File: config.mk
export PLATFORM = sky130hd
export DESIGN_NAME = rtc_bus_scheduler
export DESIGN_NICKNAME = d
export VERILOG_FILES = /design/src/rtl/rtc_bus_scheduler.sv
export SDC_FILE = /design/constraint.sdc
export NUM_CORES = 1
export LEC_CHECK = 0
export ABC_AREA = 0
export ABC_CLOCK_PERIOD_IN_PS = 2800
export BUFFER_PORTS_ARGS = -buffer_cell sky130_fd_sc_hd__clkbuf_2
export CORE_ASPECT_RATIO = 0.75
export CORE_UTILIZATION = 55
export CTS_CLUSTER_DIAMETER = 60
export CTS_CLUSTER_SIZE = 25
export DETAILED_ROUTE_END_ITERATION = 10
export PLACE_DENSITY = 0.8
export SYNTH_ARGS = -nofsm -noshare
export SYNTH_HDL_FRONTEND = slang
export SYNTH_SLANG_ARGS = --single-unit
File: constraint.sdc
create_clock -name clk -period 2.8 [get_ports clk]
set_clock_uncertainty 0.2 [all_clocks]
set_input_delay 0.14 -clock clk [delete_from_list [all_inputs] [get_ports clk]]
set_output_delay 0.14 -clock clk [all_outputs]
set_load 0.01 [all_outputs]
File: src/rtl/rtc_bus_scheduler.sv
// RTC bus scheduler: time-shares the bus timing generator between a one-entry
// buffered user write and periodic read bursts of the RTC time registers.
module rtc_bus_scheduler #(
  parameter logic [7:0]  READ_BASE = 8'h21,
  parameter int unsigned N_READ    = 6,
  parameter int unsigned GAP       = 2,
  parameter int unsigned TIMEOUT   = 100
) (
  input  logic       clk,
  input  logic       reset,
  input  logic       refresh_tick,
  input  logic       wr_req,
  input  logic [7:0] wr_addr,
  input  logic [7:0] wr_data,
  output logic       wr_ready,
  output logic       wr_ack,
  input  logic       gen_dir,
  input  logic       gen_dat,
  input  logic       gen_dat_lect,
  input  logic       gen_done,
  output logic       en_esc,
  output logic       en_lect,
  output logic [7:0] bus_out,
  input  logic [7:0] rd_bus_in,
  output logic       rd_valid,
  output logic [7:0] rd_addr,
  output logic [7:0] rd_data,
  output logic       busy,
  output logic       burst_done,
  output logic       err
);

  localparam int unsigned IDX_W = (N_READ > 1) ? $clog2(N_READ) : 1;
  localparam int unsigned CNT_W = $clog2(TIMEOUT + 1);
  localparam int unsigned GAP_W = (GAP > 1) ? $clog2(GAP) : 1;

  typedef enum logic [1:0] {S_IDLE, S_WR_RUN, S_RD_RUN, S_GAP} state_t;

  state_t             state_q, state_d;
  logic [CNT_W-1:0]   cnt_q, cnt_d;
  logic [GAP_W-1:0]   gap_q, gap_d;
  logic [IDX_W-1:0]   idx_q, idx_d;
  logic               full_q, full_d;
  logic               abort_q, abort_d;
  logic               pend_q, pend_d;
  logic [7:0]         waddr_q, waddr_d, wdata_q, wdata_d;
  logic [7:0]         samp_q, samp_d;
  logic               wr_ready_q, wr_ready_d, wr_ack_q, wr_ack_d;
  logic               en_esc_q, en_esc_d, en_lect_q, en_lect_d;
  logic [7:0]         bus_out_q, bus_out_d;
  logic               rd_valid_q, rd_valid_d, burst_done_q, burst_done_d;
  logic [7:0]         rd_addr_q, rd_addr_d, rd_data_q, rd_data_d;
  logic               busy_q, busy_d, err_q, err_d;

  logic run, done_evt, tmo_evt;

  assign run      = (state_q == S_WR_RUN) || (state_q == S_RD_RUN);
  assign done_evt = run && gen_done;
  // done wins over a timeout landing in the same cycle
  assign tmo_evt  = run && !gen_done && (cnt_q == CNT_W'(TIMEOUT - 1));

  always_ff @(posedge clk or posedge reset) begin
    if (reset) state_q <= S_IDLE;
    else       state_q <= state_d;
  end

  // Next state; arbitration only in IDLE, write before burst
  always_comb begin
    state_d = state_q;
    case (state_q)
      S_IDLE: begin
        if (full_q)                            state_d = S_WR_RUN;
        else if ((idx_q != '0) || pend_q)      state_d = S_RD_RUN;
      end
      S_WR_RUN, S_RD_RUN: begin
        if (done_evt || tmo_evt)               state_d = S_GAP;
      end
      S_GAP: begin
        if (gap_q == GAP_W'(GAP - 1))          state_d = S_IDLE;
      end
      default:                                 state_d = S_IDLE;
    endcase
  end

  // Datapath and registered-output next values
  always_comb begin
    cnt_d        = '0;
    gap_d        = '0;
    idx_d        = idx_q;
    full_d       = full_q;
    abort_d      = abort_q;
    pend_d       = pend_q;
    waddr_d      = waddr_q;
    wdata_d      = wdata_q;
    samp_d       = samp_q;
    wr_ack_d     = 1'b0;
    rd_valid_d   = 1'b0;
    burst_done_d = 1'b0;
    rd_addr_d    = rd_addr_q;
    rd_data_d    = rd_data_q;
    err_d        = tmo_evt;
    bus_out_d    = 8'h00;

    if (run && !(done_evt || tmo_evt)) cnt_d = cnt_q + CNT_W'(1);
    if ((state_q == S_GAP) && (state_d == S_GAP)) gap_d = gap_q + GAP_W'(1);

    if (wr_req && wr_ready_q) begin
      full_d  = 1'b1;
      waddr_d = wr_addr;
      wdata_d = wr_data;
    end
    // Buffer frees the cycle after the ack, or at the end of GAP after a timeout
    if (wr_ack_q || (abort_q && (state_q == S_GAP) && (state_d == S_IDLE))) begin
      full_d  = 1'b0;
      abort_d = 1'b0;
    end
    if (tmo_evt && (state_q == S_WR_RUN)) abort_d = 1'b1;
    if (done_evt && (state_q == S_WR_RUN)) wr_ack_d = 1'b1;

    if (refresh_tick && (idx_q == '0) && (state_q != S_RD_RUN)) pend_d = 1'b1;
    if ((state_q == S_IDLE) && !full_q && (idx_q == '0) && pend_q) pend_d = 1'b0;

    if ((state_q == S_RD_RUN) && gen_dat_lect) samp_d = rd_bus_in;
    if ((state_q == S_RD_RUN) && (done_evt || tmo_evt)) begin
      rd_valid_d = done_evt;
      if (done_evt) begin
        rd_addr_d = READ_BASE + 8'(idx_q);
        rd_data_d = gen_dat_lect ? rd_bus_in : samp_q;
      end
      if (idx_q == IDX_W'(N_READ - 1)) begin
        idx_d        = '0;
        burst_done_d = 1'b1;
      end else begin
        idx_d = idx_q + IDX_W'(1);
      end
    end

    // bus_out lags the generator phase flags by one register stage
    case (state_d)
      S_WR_RUN: bus_out_d = (gen_dat && !gen_dir) ? wdata_q : waddr_q;
      S_RD_RUN: bus_out_d = READ_BASE + 8'(idx_q);
      default:  bus_out_d = 8'h00;
    endcase

    wr_ready_d = !full_d;
    en_esc_d   = (state_d == S_WR_RUN);
    en_lect_d  = (state_d == S_RD_RUN);
    busy_d     = (state_d != S_IDLE);
  end

  always_ff @(posedge clk or posedge reset) begin
    if (reset) begin
      cnt_q        <= '0;
      gap_q        <= '0;
      idx_q        <= '0;
      full_q       <= 1'b0;
      abort_q      <= 1'b0;
      pend_q       <= 1'b0;
      waddr_q      <= 8'h00;
      wdata_q      <= 8'h00;
      samp_q       <= 8'h00;
      wr_ready_q   <= 1'b1;
      wr_ack_q     <= 1'b0;
      en_esc_q     <= 1'b0;
      en_lect_q    <= 1'b0;
      bus_out_q    <= 8'h00;
      rd_valid_q   <= 1'b0;
      burst_done_q <= 1'b0;
      rd_addr_q    <= 8'h00;
      rd_data_q    <= 8'h00;
      busy_q       <= 1'b0;
      err_q        <= 1'b0;
    end else begin
      cnt_q        <= cnt_d;
      gap_q        <= gap_d;
      idx_q        <= idx_d;
      full_q       <= full_d;
      abort_q      <= abort_d;
      pend_q       <= pend_d;
      waddr_q      <= waddr_d;
      wdata_q      <= wdata_d;
      samp_q       <= samp_d;
      wr_ready_q   <= wr_ready_d;
      wr_ack_q     <= wr_ack_d;
      en_esc_q     <= en_esc_d;
      en_lect_q    <= en_lect_d;
      bus_out_q    <= bus_out_d;
      rd_valid_q   <= rd_valid_d;
      burst_done_q <= burst_done_d;
      rd_addr_q    <= rd_addr_d;
      rd_data_q    <= rd_data_d;
      busy_q       <= busy_d;
      err_q        <= err_d;
    end
  end

  assign wr_ready   = wr_ready_q;
  assign wr_ack     = wr_ack_q;
  assign en_esc     = en_esc_q;
  assign en_lect    = en_lect_q;
  assign bus_out    = bus_out_q;
  assign rd_valid   = rd_valid_q;
  assign rd_addr    = rd_addr_q;
  assign rd_data    = rd_data_q;
  assign busy       = busy_q;
  assign burst_done = burst_done_q;
  assign err        = err_q;

endmodule

# After elaboration in Yosys (flattened, before gate mapping)
# Cells that the tools add are included.
# Widths: inputs -> output; s select.
[op_classes] n_reduce_logical=36 n_eq_ne=9 mux=21 add_sub_neg=4
[op_table] op="$logic_and 1x1->1" n=18
[op_table] op="$mux 8" n=2
[op_table] op="$pmux 8 s2" n=1
[op_table] op="$mux 1" n=11
[op_table] op="$eq 2x2->1 const B" n=4
[op_table] op="$mux 2" n=4
[op_table] op="$add 6x3->7 const A" n=1
[op_table] op="$add 7x1->7 const B" n=1
[op_table] op="$eq 7x7->1 const B" n=1
[op_table] op="$mux 7" n=1
[op_table] op="$pmux 2 s3" n=1
[op_table] op="$reduce_bool 2->1" n=3
[op_table] op="$logic_not 1->1" n=5
[op_table] op="$eq 2x1->1 const B" n=2
[op_table] op="$logic_not 2->1" n=2
[op_table] op="$logic_or 1x1->1" n=4
[op_table] op="$add 3x1->3 const B" n=1
[op_table] op="$eq 3x3->1 const B" n=1
[op_table] op="$logic_not 3->1" n=1
[op_table] op="$mux 3" n=1
[op_table] op="$reduce_bool 3->1" n=1
[op_table] op="$ne 2x2->1 const B" n=1
[op_table] op="$reduce_and 2->1" n=1
[op_table] op="$reduce_or 2->1" n=1
[op_table] op="$add 1x1->1 const B" n=1
[totals] wordCells=91 regBits=72 out_inout_bits=32 in_bits=32

# Depth between registers and ports, before layout
# Gate-level depths: netlist of run 1.
[depth] depth_word=12 mapped_depth=8

# Worst setup path before layout of run 1
# No wires, ideal clock.
[synth_timing] kind="reg2reg" startpoint="register state_q[1]" endpoint="register idx_q[0]" slack_ns=0.738 required_ns=2.475 arrival_time_ns=1.737 stages_incl_launch_ff=7 path_buffers=0 path_cell_list="dfrtp_1 > inv_1 > ha_1 > nand4bb_4 > o21ai_4 > nand2_1 > mux2_4"
[synth_via] elab_chain_cells=6
[synth_rtl] element="start: declaration" line="39" rtl="state_t state_q, state_d;"
[synth_rtl] element="start signal: assignment" line="64" rtl="else state_q <= state_d;"
[synth_rtl] element="$eq 2x1->1 or $eq 2x2->1 (tied branches)" line="57, 124"
[synth_rtl] element="$logic_or 1x1->1" line="57" rtl="assign run = (state_q == S_WR_RUN) || (state_q == S_RD_RUN);"
[synth_rtl] element="$logic_and 1x1->1 (2 in a row)" line="60" rtl="assign tmo_evt = run && !gen_done && (cnt_q == CNT_W'(TIMEOUT - 1));"
[synth_rtl] element="$logic_or 1x1->1" line="124" rtl="if ((state_q == S_RD_RUN) && (done_evt || tmo_evt)) begin"
[synth_rtl] element="$logic_and 1x1->1 *" line="124"
[synth_rtl] element="end signal: assignment" line="176" rtl="idx_q <= idx_d;"
[synth_rtl] element="end: declaration" line="42" rtl="logic [IDX_W-1:0] idx_q, idx_d;"
# Every way passes the cells marked *; elsewhere a longest branch is shown, timed or not.
# A chain may end at the register's enable or synchronous reset.

# Worst setup path after layout of run 1
[layout_timing] startpoint="register state_q[1]" endpoint="register bus_out_q[1] (netlist: bus_out[1])"
[layout_via] elab_chain_cells=9
[layout_rtl] element="$eq 2x1->1 or $eq 2x2->1 (tied branches)" line="57, 70"
[layout_rtl] element="$logic_or 1x1->1" line="57"
[layout_rtl] element="$logic_and 1x1->1 (2 in a row)" line="60"
[layout_rtl] element="$logic_or 1x1->1" line="76" rtl="if (done_evt || tmo_evt) state_d = S_GAP;"
[layout_rtl] element="$mux 2" line="76"
[layout_rtl] element="$pmux 2 s3 *" line="70" rtl="case (state_q)"
[layout_rtl] element="$eq 2x2->1 or $eq 2x1->1 (tied branches)" line="139" rtl="case (state_d)"
[layout_rtl] element="$pmux 8 s2 *" line="139"
[layout_rtl] element="named net bus_out_d[1]" line="50" rtl="logic [7:0] bus_out_q, bus_out_d;"
[layout_rtl] element="end signal: assignment" line="187" rtl="bus_out_q <= bus_out_d;"
[layout_rtl] element="end: declaration" line="50"
# Mark *: on every way through the listed nets, which the timed path passes. The rest lies on a longest branch.

==> results of run 1 <==
through the flow:
stage,instances,area [sq um]
3_3_place_gp,379,3600
4_1_cts,422,4080
3_5_place_dp,379,3600
6_report,422,4080
5_1_grt,422,4080
2_1_floorplan,253,3248
synth_stat cells, types with 2 or more instances:
cell,number
a21oi_1,3
mux2i_1,17
nor2_1,11
nand2b_1,4
nor2b_1,2
nand4bb_4,2
buf_6,2
buf_2,4
nand3_1,3
buf_4,3
ha_1,9
xor2_1,3
and3_1,3
xnor2_1,3
nor3_2,3
mux2_2,32
inv_1,10
o21ai_0,11
dfrtp_1,68
clkbuf_1,2
nor2_2,2
o211ai_1,9
nand2_1,17
cell type report:
class                   count  area share [%]
inverters                  11           1.073
clock buffers              11           3.711
flip-flops and latches     69           42.35
clock inverters             5           1.441
well taps                  75           2.300
multi-input cells         161           34.28
repair buffers             90           14.84
worst register-to-register path, stage by stage (launching register included):
cell and delay, ps:
dfrtp_1 490, inv_1 130, ha_1 390, nand4bb_4 180, o21ai_4 100, o31ai_4 450, buf_4 250, mux2i_1 220
layer usage:
metal / wire [um] / GRT usage [%]
met5: 0 / 0
met4: 90 / 8.468
met3: 294 / 7.444
met2: 3028 / 38.92
met1: 2887 / 28.18
registers in the layout, indices dropped and copies added, names as in the netlist:
signal,flops
samp_q,8
en_esc,1
err,1
wdata_q,8
rd_data,8
cnt_q,7
burst_done,1
idx_q,3
rd_valid,1
wr_ready,1
en_lect,1
state_q,2
waddr_q,8
full_q,1
bus_out,8
wr_ack,1
pend_q,1
gap_q,1
busy,1
abort_q,1
rd_addr,5
cells by family (layout without fill, tap and decap cells):
group | after synthesis | after routing | share of synthesized area (%)
AND/OR/NAND/NOR | 55 | 55 | 10.93
XOR/XNOR | 6 | 6 | 1.622
multiplexers | 50 | 50 | 16.83
AO/OA/AOI/OAI | 38 | 38 | 9.962
adder cells (fa/ha/maj) | 9 | 9 | 3.475
flip-flops | 69 | 69 | 53.32
buffers and inverters | 23 | 117 | 3.745
other | 1 | 3 | 0.1157
worst max path at each step:
stage,to,startpoint,slack [ps]
after detailed placement,bus_out[1],state_q[1],330
after floorplan,abort_q,reset,720
final,bus_out[1],state_q[1],310
after global placement,bus_out[3],state_q[1],470
after CTS,bus_out[1],state_q[1],330
after global routing,bus_out[1],state_q[1],170
power by group through the flow:
stage,Sequential (mW),Clock [mW],Combinational [mW]
3_3_place_gp,1.65,0,1.74
2_1_floorplan,1.68,0,1.34
3_5_place_dp,1.68,0,1.80
5_1_grt,1.71,0.893,2.02
6_report,1.66,0.835,1.85
4_1_cts,1.65,0.847,1.85
==> results.cfg, run 1 <==
[worst_setup_path]
crit_buf_inv = 2
worst_path_largest_cell_delay_ps = 490
worstPathMaxFanout = 8
path_class = reg -> reg
crit_required_ps = 2860
crit_path_top_delay_cell = dfrtp_1
worstPathArrival_ps = 2550
worstSetupStartpointType = flip-flop
cp_top_family = compound AO/OA/AOI/OAI gates
end_kind = flip-flop
r2r_cells = 7
r2r_end = bus_out[1]
r2r_setup_slack_ps = 310
crit_chain = inv_1 -> ha_1 -> nand4bb_4 -> o21ai_4 -> o31ai_4 -> buf_4 -> mux2i_1
r2r_start = state_q[1]
path_depth = 7

[timing]
final.period_utilization_pct = 88.85
slew_headroom_pct = 50.81
max_freq_ghz = 0.4020
layout_min_cycle_time_ps = 2488
tightest_slew_ps = 736.1
hold_ws_ps = 125.8
fin_ws_ps = 312.2
finalHoldViolCount = 0
rsz0062_at_grt = no
setup_viol = 0
fin_tns_setup_ps = 0
slew_violations = 0

[hold_path]
min_from = gen_dat_lect
hold_depth = 3
min_path_type = in -> reg
hold_end = rd_data[6]

[pwr]
p_total_mw = 4.336
leakage_nw = 1.955
pwr-share-clk_pct = 19.3
power_density_mw_per_mm2 = 1063
combinationalPowerShare_pct = 42.6
p_seq_share_pct = 38.2
switching_power_mw = 1.615
p_sw_share_pct = 37.24
p_int_mw = 2.721
ir_worst_vdd_mv = 0.7201

[run]
cap_violations = 0

[route]
ant_nets = 0
vias = 2214
vias_per_cell = 5.246
drt_iter0_drc = 126
drc = 0
drt_wl_total_um = 6300
wire_per_inst_um = 14.93
drt-pass1-iter-count = 4

[cells_and_area]
final_cell_mix = dfrtp_1, clkbuf_2, mux2_2, dlygate4sd3_1
final_nets = 383
area_growth_pct = 25.91
seqCellArea_sq_mm = 0.001728
antenna_cells = 0
drive_gt1_share_pct = 37.75
multi_input_area_sq_mm = 0.001399
fillers = 373
layout_commonest_cell = dfrtp_1
fin_util_pct = 74.23

[logic_synthesis]
synth-edff-count = 0
synth_cell_types = 51
async_flop_share_pct = 100.0
syn_area_sq_mm = 0.003241
yosys_warnings = 0
ys_top_cells_by_area = dfrtp_1, mux2_2, mux2i_1
synth-main-ff-cell = dfrtp_1
ys_seq_area_share_pct = 53.32
postSynthRegisterBits = 69
postSynthAreaPerCell_sq_um = 12.91
yosysTopAreaCellShare_pct = 52.51
netlist_instances = 251
yosys.area.top_type = dfrtp_1

[floorplanning]
pin_count = 64
core_sq_mm = 0.005497
fp.dieW_um = 90.64
dieArea_sq_mm = 0.006206
start_util_pct = 58.96
rows = 23
die_h_um = 68.48

[clocking]
tritoncts = done
insertion_delay_ps = 340
clk_pin_slew_ps = 80
postCtsHoldBufs = 27
cts.path.max_buffers = 2
htreeDepth = 3
cts_sinks = 69
root_buffer = clkbuf_8
cts_setup_buffers = 0
cts_buffers = 9
cts_resized = 0

[placed_design]
hpwlAfterDp_um = 4287
gp_congestion = 0.8023
io_buffers = 60
place_ws_ps = 326.5

[grt]
grtUsageTotal_pct = 23.00
grt_pass1_wl_um = 10570
antenna_found_initial = 0
grt_max_degree = 36
grt_pass1_vias = 2252
grt-ovfl-total = 0

[outcome]
status = finished, final reports clean
Note: power is estimated with default switching activity, not from simulation.
==> run 2: changes to the inputs <==
--- a/config.mk
+++ b/config.mk
@@ -13,7 +13,7 @@
 export CTS_CLUSTER_DIAMETER = 60
 export CTS_CLUSTER_SIZE = 25
 export DETAILED_ROUTE_END_ITERATION = 10
-export PLACE_DENSITY = 0.8
+export PLACE_DENSITY_LB_ADDON = 0.08
 export SYNTH_ARGS = -nofsm -noshare
 export SYNTH_HDL_FRONTEND = slang
 export SYNTH_SLANG_ARGS = --single-unit
==> run 2 against run 1 <==
Via count rose by 0.36%; fmax rose by 6.4%; first-iteration DRC count fell by 25%; power rose by 4.0%; utilization rose by 0.61 points; sequential power barely moved; combinational power barely moved; clock power rose by 19%; die area did not move; register-to-register slack improved by 150 ps; sequential share of layout area fell by 0.35 points; largest cell class unchanged.
==> results.cfg, run 2 (synthesized netlist as in run 1, its figures left out) <==
[timing]
fin_tns_setup_ps = 0
max_freq_ghz = 0.4276
rsz0062_at_grt = no
slew_headroom_pct = 53.22
layout_min_cycle_time_ps = 2338
setup_viol = 0
tightest_slew_ps = 700.1
fin_ws_ps = 461.5
finalHoldViolCount = 0
final.period_utilization_pct = 83.52
slew_violations = 0

[clocking]
cts_resized = 0
htreeDepth = 3
insertion_delay_ps = 340
cts_buffers = 9
tritoncts = done
root_buffer = clkbuf_8
clk_pin_slew_ps = 80
cts_sinks = 69
cts.path.max_buffers = 2

[cells_and_area]
fin_area_sq_mm = 0.004114
antenna_cells = 0
area_growth_pct = 26.95
drive_gt1_share_pct = 37.64
final_cell_mix = dfrtp_1, clkbuf_2, mux2_2, dlygate4sd3_1
final_nets = 384
fillers = 391
layout_commonest_cell = dfrtp_1

[grt]
gr-usage-met1_pct = 29.82
top_usage_layer = met2
grt_pass1_wl_um = 10080
antenna_found_initial = 0
grt_max_degree = 34
gr-usage-met2_pct = 34.19
met3_usage_pct = 7.000
grtUsageTotal_pct = 21.83
grt-ovfl-total = 0
grt_pass1_vias = 2106

[pwr]
combinationalPowerShare_pct = 41.2
p_seq_share_pct = 36.8
pwr-share-clk_pct = 22.0
ir_worst_vdd_mv = 0.8172
p_sw_share_pct = 36.10
power_density_mw_per_mm2 = 1096
leakage_nw = 1.977
p_int_mw = 2.881
switching_power_mw = 1.627
p_total_mw = 4.508

[run]
cap_violations = 0

[floorplanning]
rows = 23
start_util_pct = 58.96
dieArea_sq_mm = 0.006206
fp.dieW_um = 90.64
core_sq_mm = 0.005497
die_h_um = 68.48
pin_count = 64

[worst_setup_path]
end_kind = flip-flop
path_class = reg -> reg
worstPathMaxFanout = 9
worstPathArrival_ps = 2410
crit_required_ps = 2870
worstSetupStartpointType = flip-flop

[route]
drt-pass1-iter-count = 4
vias = 2222
wire_per_inst_um = 15.03
drt_wl_total_um = 6358
vias_per_cell = 5.253
ant_nets = 0
drc = 0
drt_iter0_drc = 95

[placed_design]
place_ws_ps = 496.0
hpwlAfterDp_um = 4311
gp_congestion = 0.8719
io_buffers = 60
placed_cell_area_sq_mm = 0.003595

[hold_path]
min_path_type = in -> async

[outcome]
status = finished, final reports clean
==> run 2: cell types whose count changed in the layout (fill, tap and decap cells not counted), sizes merged <==
cell / before / now
bufinv: 1 / 3
clkinvlp: 2 / 0
buf: 3 / 4
==> run 2: worst paths after layout <==
kind | cells after the start | to | start | slack (ps)
setup / recovery | 7 | bus_out[3] | state_q[1] | 460
hold / removal | 3 | rd_addr[0] | reset | 70
setup reg to reg | 7 | bus_out[3] | state_q[1] | 460
hold reg to reg | 1 | cnt_q[0] | cnt_q[0] | 250
max in group asynchronous | 4 | cnt_q[2] | reset | 1590
min in group clk | 3 | rd_data[5] | gen_dat_lect | 130
==> run 2: repair_timing <==
item                      CTS  global route
hold endpoints to repair  103             0
hold buffers               27             0
setup buffers               0             0
==> run 2: through the flow <==
step	instances	hold WS (ps)	util, %
after floorplan	253	72.53	-
after detailed placement	380	-103.9	65.40
after CTS	423	72.36	74.85
final	423	71.58	74.85
after global routing	423	102.7	74.85
after global placement	380	-116.4	65.40
==> run 2: cell type report <==
| class | instances | area, sq um | share of cell area [%] |
|---|---|---|---|
| clock inverter | 5 | 107.6 | 2.616 |
| sequential | 69 | 1728 | 42.00 |
| multi-input combinational | 161 | 1399 | 34.00 |
| tap | 75 | 93.84 | 2.281 |
| timing repair buffer | 91 | 600.6 | 14.60 |
| clock buffer | 11 | 141.4 | 3.437 |
| inverter | 11 | 43.79 | 1.064 |
==> run 2: layer usage <==
metal | up-vias | part of all wire, % | routed length, um
li1 | 1065 | - | -
met1 | 1094 | 48 | 3076
met2 | 56 | 46 | 2952
met3 | 7 | 4.2 | 269
met4 | 0 | 0.94 | 60
met5 | - | 0 | 0
==> run 2: worst max-delay path, cell delays in order (launching register included) <==
cell and delay (ps):
dfrtp_1 480, inv_1 130, ha_1 400, nand4bb_4 180, o21ai_4 90, o31ai_4 330, buf_4 260, mux2i_1 200
==> run 2: power by group through the flow <==
stage                     Clock [mW]  Combinational, mW  Sequential (mW)
after floorplan                    0               1.34             1.68
after detailed placement           0               1.80             1.67
after global placement             0               1.77             1.65
final                          0.993               1.86             1.66
after global routing            1.05               2.02             1.71
after CTS                       1.02               1.86             1.66
==> run 3: changes to the inputs <==
--- a/config.mk
+++ b/config.mk
@@ -6,10 +6,10 @@
 export NUM_CORES = 1
 export LEC_CHECK = 0
 export ABC_AREA = 0
-export ABC_CLOCK_PERIOD_IN_PS = 2800
+export ABC_CLOCK_PERIOD_IN_PS = 2000
 export BUFFER_PORTS_ARGS = -buffer_cell sky130_fd_sc_hd__clkbuf_2
 export CORE_ASPECT_RATIO = 0.75
-export CORE_UTILIZATION = 55
+export CORE_UTILIZATION = 49
 export CTS_CLUSTER_DIAMETER = 60
 export CTS_CLUSTER_SIZE = 25
 export DETAILED_ROUTE_END_ITERATION = 10
==> constraint.sdc (replaced) <==
create_clock -name clk -period 2 [get_ports clk]
set_clock_uncertainty 0.2 [all_clocks]
set_input_delay 0.1 -clock clk [delete_from_list [all_inputs] [get_ports clk]]
set_output_delay 0.1 -clock clk [all_outputs]
set_load 0.01 [all_outputs]
==> run 3 against run 2 <==
Flip-flop and latch count unchanged; die area increased by 12%; critical endpoint is now wr_ready; sequential power increased by 38%; power increased by 39%; critical path type unchanged; clock power decreased by 4.6%.
==> results.cfg, run 3 (synthesized netlist as in run 1, its figures left out) <==
[worst_setup_path]
startpoint = state_q[1]
r2r_cells = 7
r2r_end = wr_ready
path_class = reg -> reg
worstPathArrival_ps = 2040
worstPathMaxFanout = 12
worstSetupStartpointType = flip-flop
crit_end = wr_ready
end_kind = flip-flop
r2r_setup_slack_ps = 40
crit_required_ps = 2080
r2r_start = state_q[1]

[pwr]
p_int_mw = 3.929
switching_power_mw = 2.345
ir_worst_vdd_mv = 0.8129
combinationalPowerShare_pct = 48.4
pwr-share-clk_pct = 15.1
p_seq_share_pct = 36.5
leakage_nw = 2.034
p_sw_share_pct = 37.37
power_density_mw_per_mm2 = 1472

[timing]
slew_headroom_pct = 61.34
max_freq_ghz = 0.5107
rsz0062_at_grt = yes
layout_min_cycle_time_ps = 1958
slew_violations = 0
tightest_slew_ps = 578.7
finalHoldViolCount = 0
final.period_utilization_pct = 97.90
setup_viol = 0

[hold_path]
min_from = gen_dat_lect
min_path_type = in -> reg

[clocking]
htreeDepth = 3
cts.path.max_buffers = 2
root_buffer = clkbuf_8
tritoncts = done
cts_sinks = 69
cts_buffers = 9
insertion_delay_ps = 340
clk_pin_slew_ps = 70

[floorplanning]
die_h_um = 72.43
rows = 25
core_sq_mm = 0.006350
fp.dieW_um = 95.91
pin_count = 64
dieArea_sq_mm = 0.006946
start_util_pct = 51.03

[cells_and_area]
final_cell_mix = dfrtp_1, clkbuf_2, mux2_2, dlygate4sd3_1, buf_4
fillers = 479
stdcell_count = 448
drive_gt1_share_pct = 43.32
multi_input_area_sq_mm = 0.001446
area_growth_pct = 31.54
fin_area_sq_mm = 0.004263
seqCellArea_sq_mm = 0.001728
layout_commonest_cell = dfrtp_1
final_nets = 403
antenna_cells = 0

[grt]
grtUsageTotal_pct = 20.17
grt_max_degree = 27
grt-ovfl-total = 0
antenna_found_initial = 0
grt_pass1_vias = 2154
grt_pass1_wl_um = 10370

[placed_design]
io_buffers = 60
gp_congestion = 0.7943
placed_cell_area_sq_mm = 0.003761
hpwlAfterDp_um = 4548
place_inst = 400

[route]
ant_nets = 0
wire_per_inst_um = 13.93
drc = 0
vias = 2231
vias_per_cell = 4.980
drt_wl_total_um = 6239
drt-pass1-iter-count = 6
drt_iter0_drc = 90

[outcome]
status = finished, final reports clean

[run]
cap_violations = 0
## run 3: worst max-delay path, stage by stage (launching register included)
cell       delay (ps)
dfrtp_1           390
inv_2              80
ha_4              310
nand4bb_4         170
o21ai_4           230
o31ai_4           110
buf_12            170
a41o_1            220
## run 3: repair_timing
item	4_1_cts	5_1_grt
endpoints found under the hold margin	75	0
setup endpoints to repair	5	17
buffers inserted	2	3
pin swaps	2	4
resized for setup	2	10
hold buffers	27	0
## run 3: worst min path at each step
stage | depth (start not counted) | end | slack, ps
after global routing | 3 | rd_data[1] | 120
after detailed placement | 2 | wdata_q[5] | -10
after CTS | 3 | rd_data[1] | 90
after global placement | 2 | state_q[0] | -20
after floorplan | 1 | pend_q | 30
final | 3 | rd_data[0] | 110
## run 3: power groups by stage
| stage | clock [mW] | combinational, mW | sequential, mW |
|---|---|---|---|
| after floorplan | 0 | 1.91 | 2.35 |
| after global placement | 0 | 2.81 | 2.29 |
| after detailed placement | 0 | 2.84 | 2.32 |
| after CTS | 0.975 | 2.92 | 2.29 |
| after global routing | 1.03 | 3.33 | 2.37 |
| final | 0.947 | 3.03 | 2.29 |
## run 3: layout make-up
type,instances,share of cell area (%)
flip-flops and latches,69,40.53
multi-input cells,161,33.93
repair buffers,110,18.32
clock buffers,11,3.082
well taps,81,2.377
inverters,11,1.115
clock inverters,5,0.6457
## run 3: metal layers
metal	up-vias	global-route usage, %	wire [um]
met4	0	7.463	80
met3	8	5.975	235
li1	1095	-	-
met1	1087	29.44	3127
met2	41	28.33	2795
met5	-	0	0
## run 3: through the flow
stage / hold WS (ps) / power, mW / setup TNS, ps / worst slack (ps) / util, %
6_report: 106.5 / 6.274 / 0 / 42.06 / 67.13
5_1_grt: 118.7 / 6.736 / -271.2 / -48.91 / 67.13
4_1_cts: 86.31 / 6.189 / 0 / 7.979 / 66.23
3_5_place_dp: -9.731 / 5.158 / -30.18 / -10.96 / 59.23
3_3_place_gp: -18.72 / 5.102 / 0 / 24.47 / 59.23
2_1_floorplan: 32.53 / 4.262 / 0 / 1.288 / -
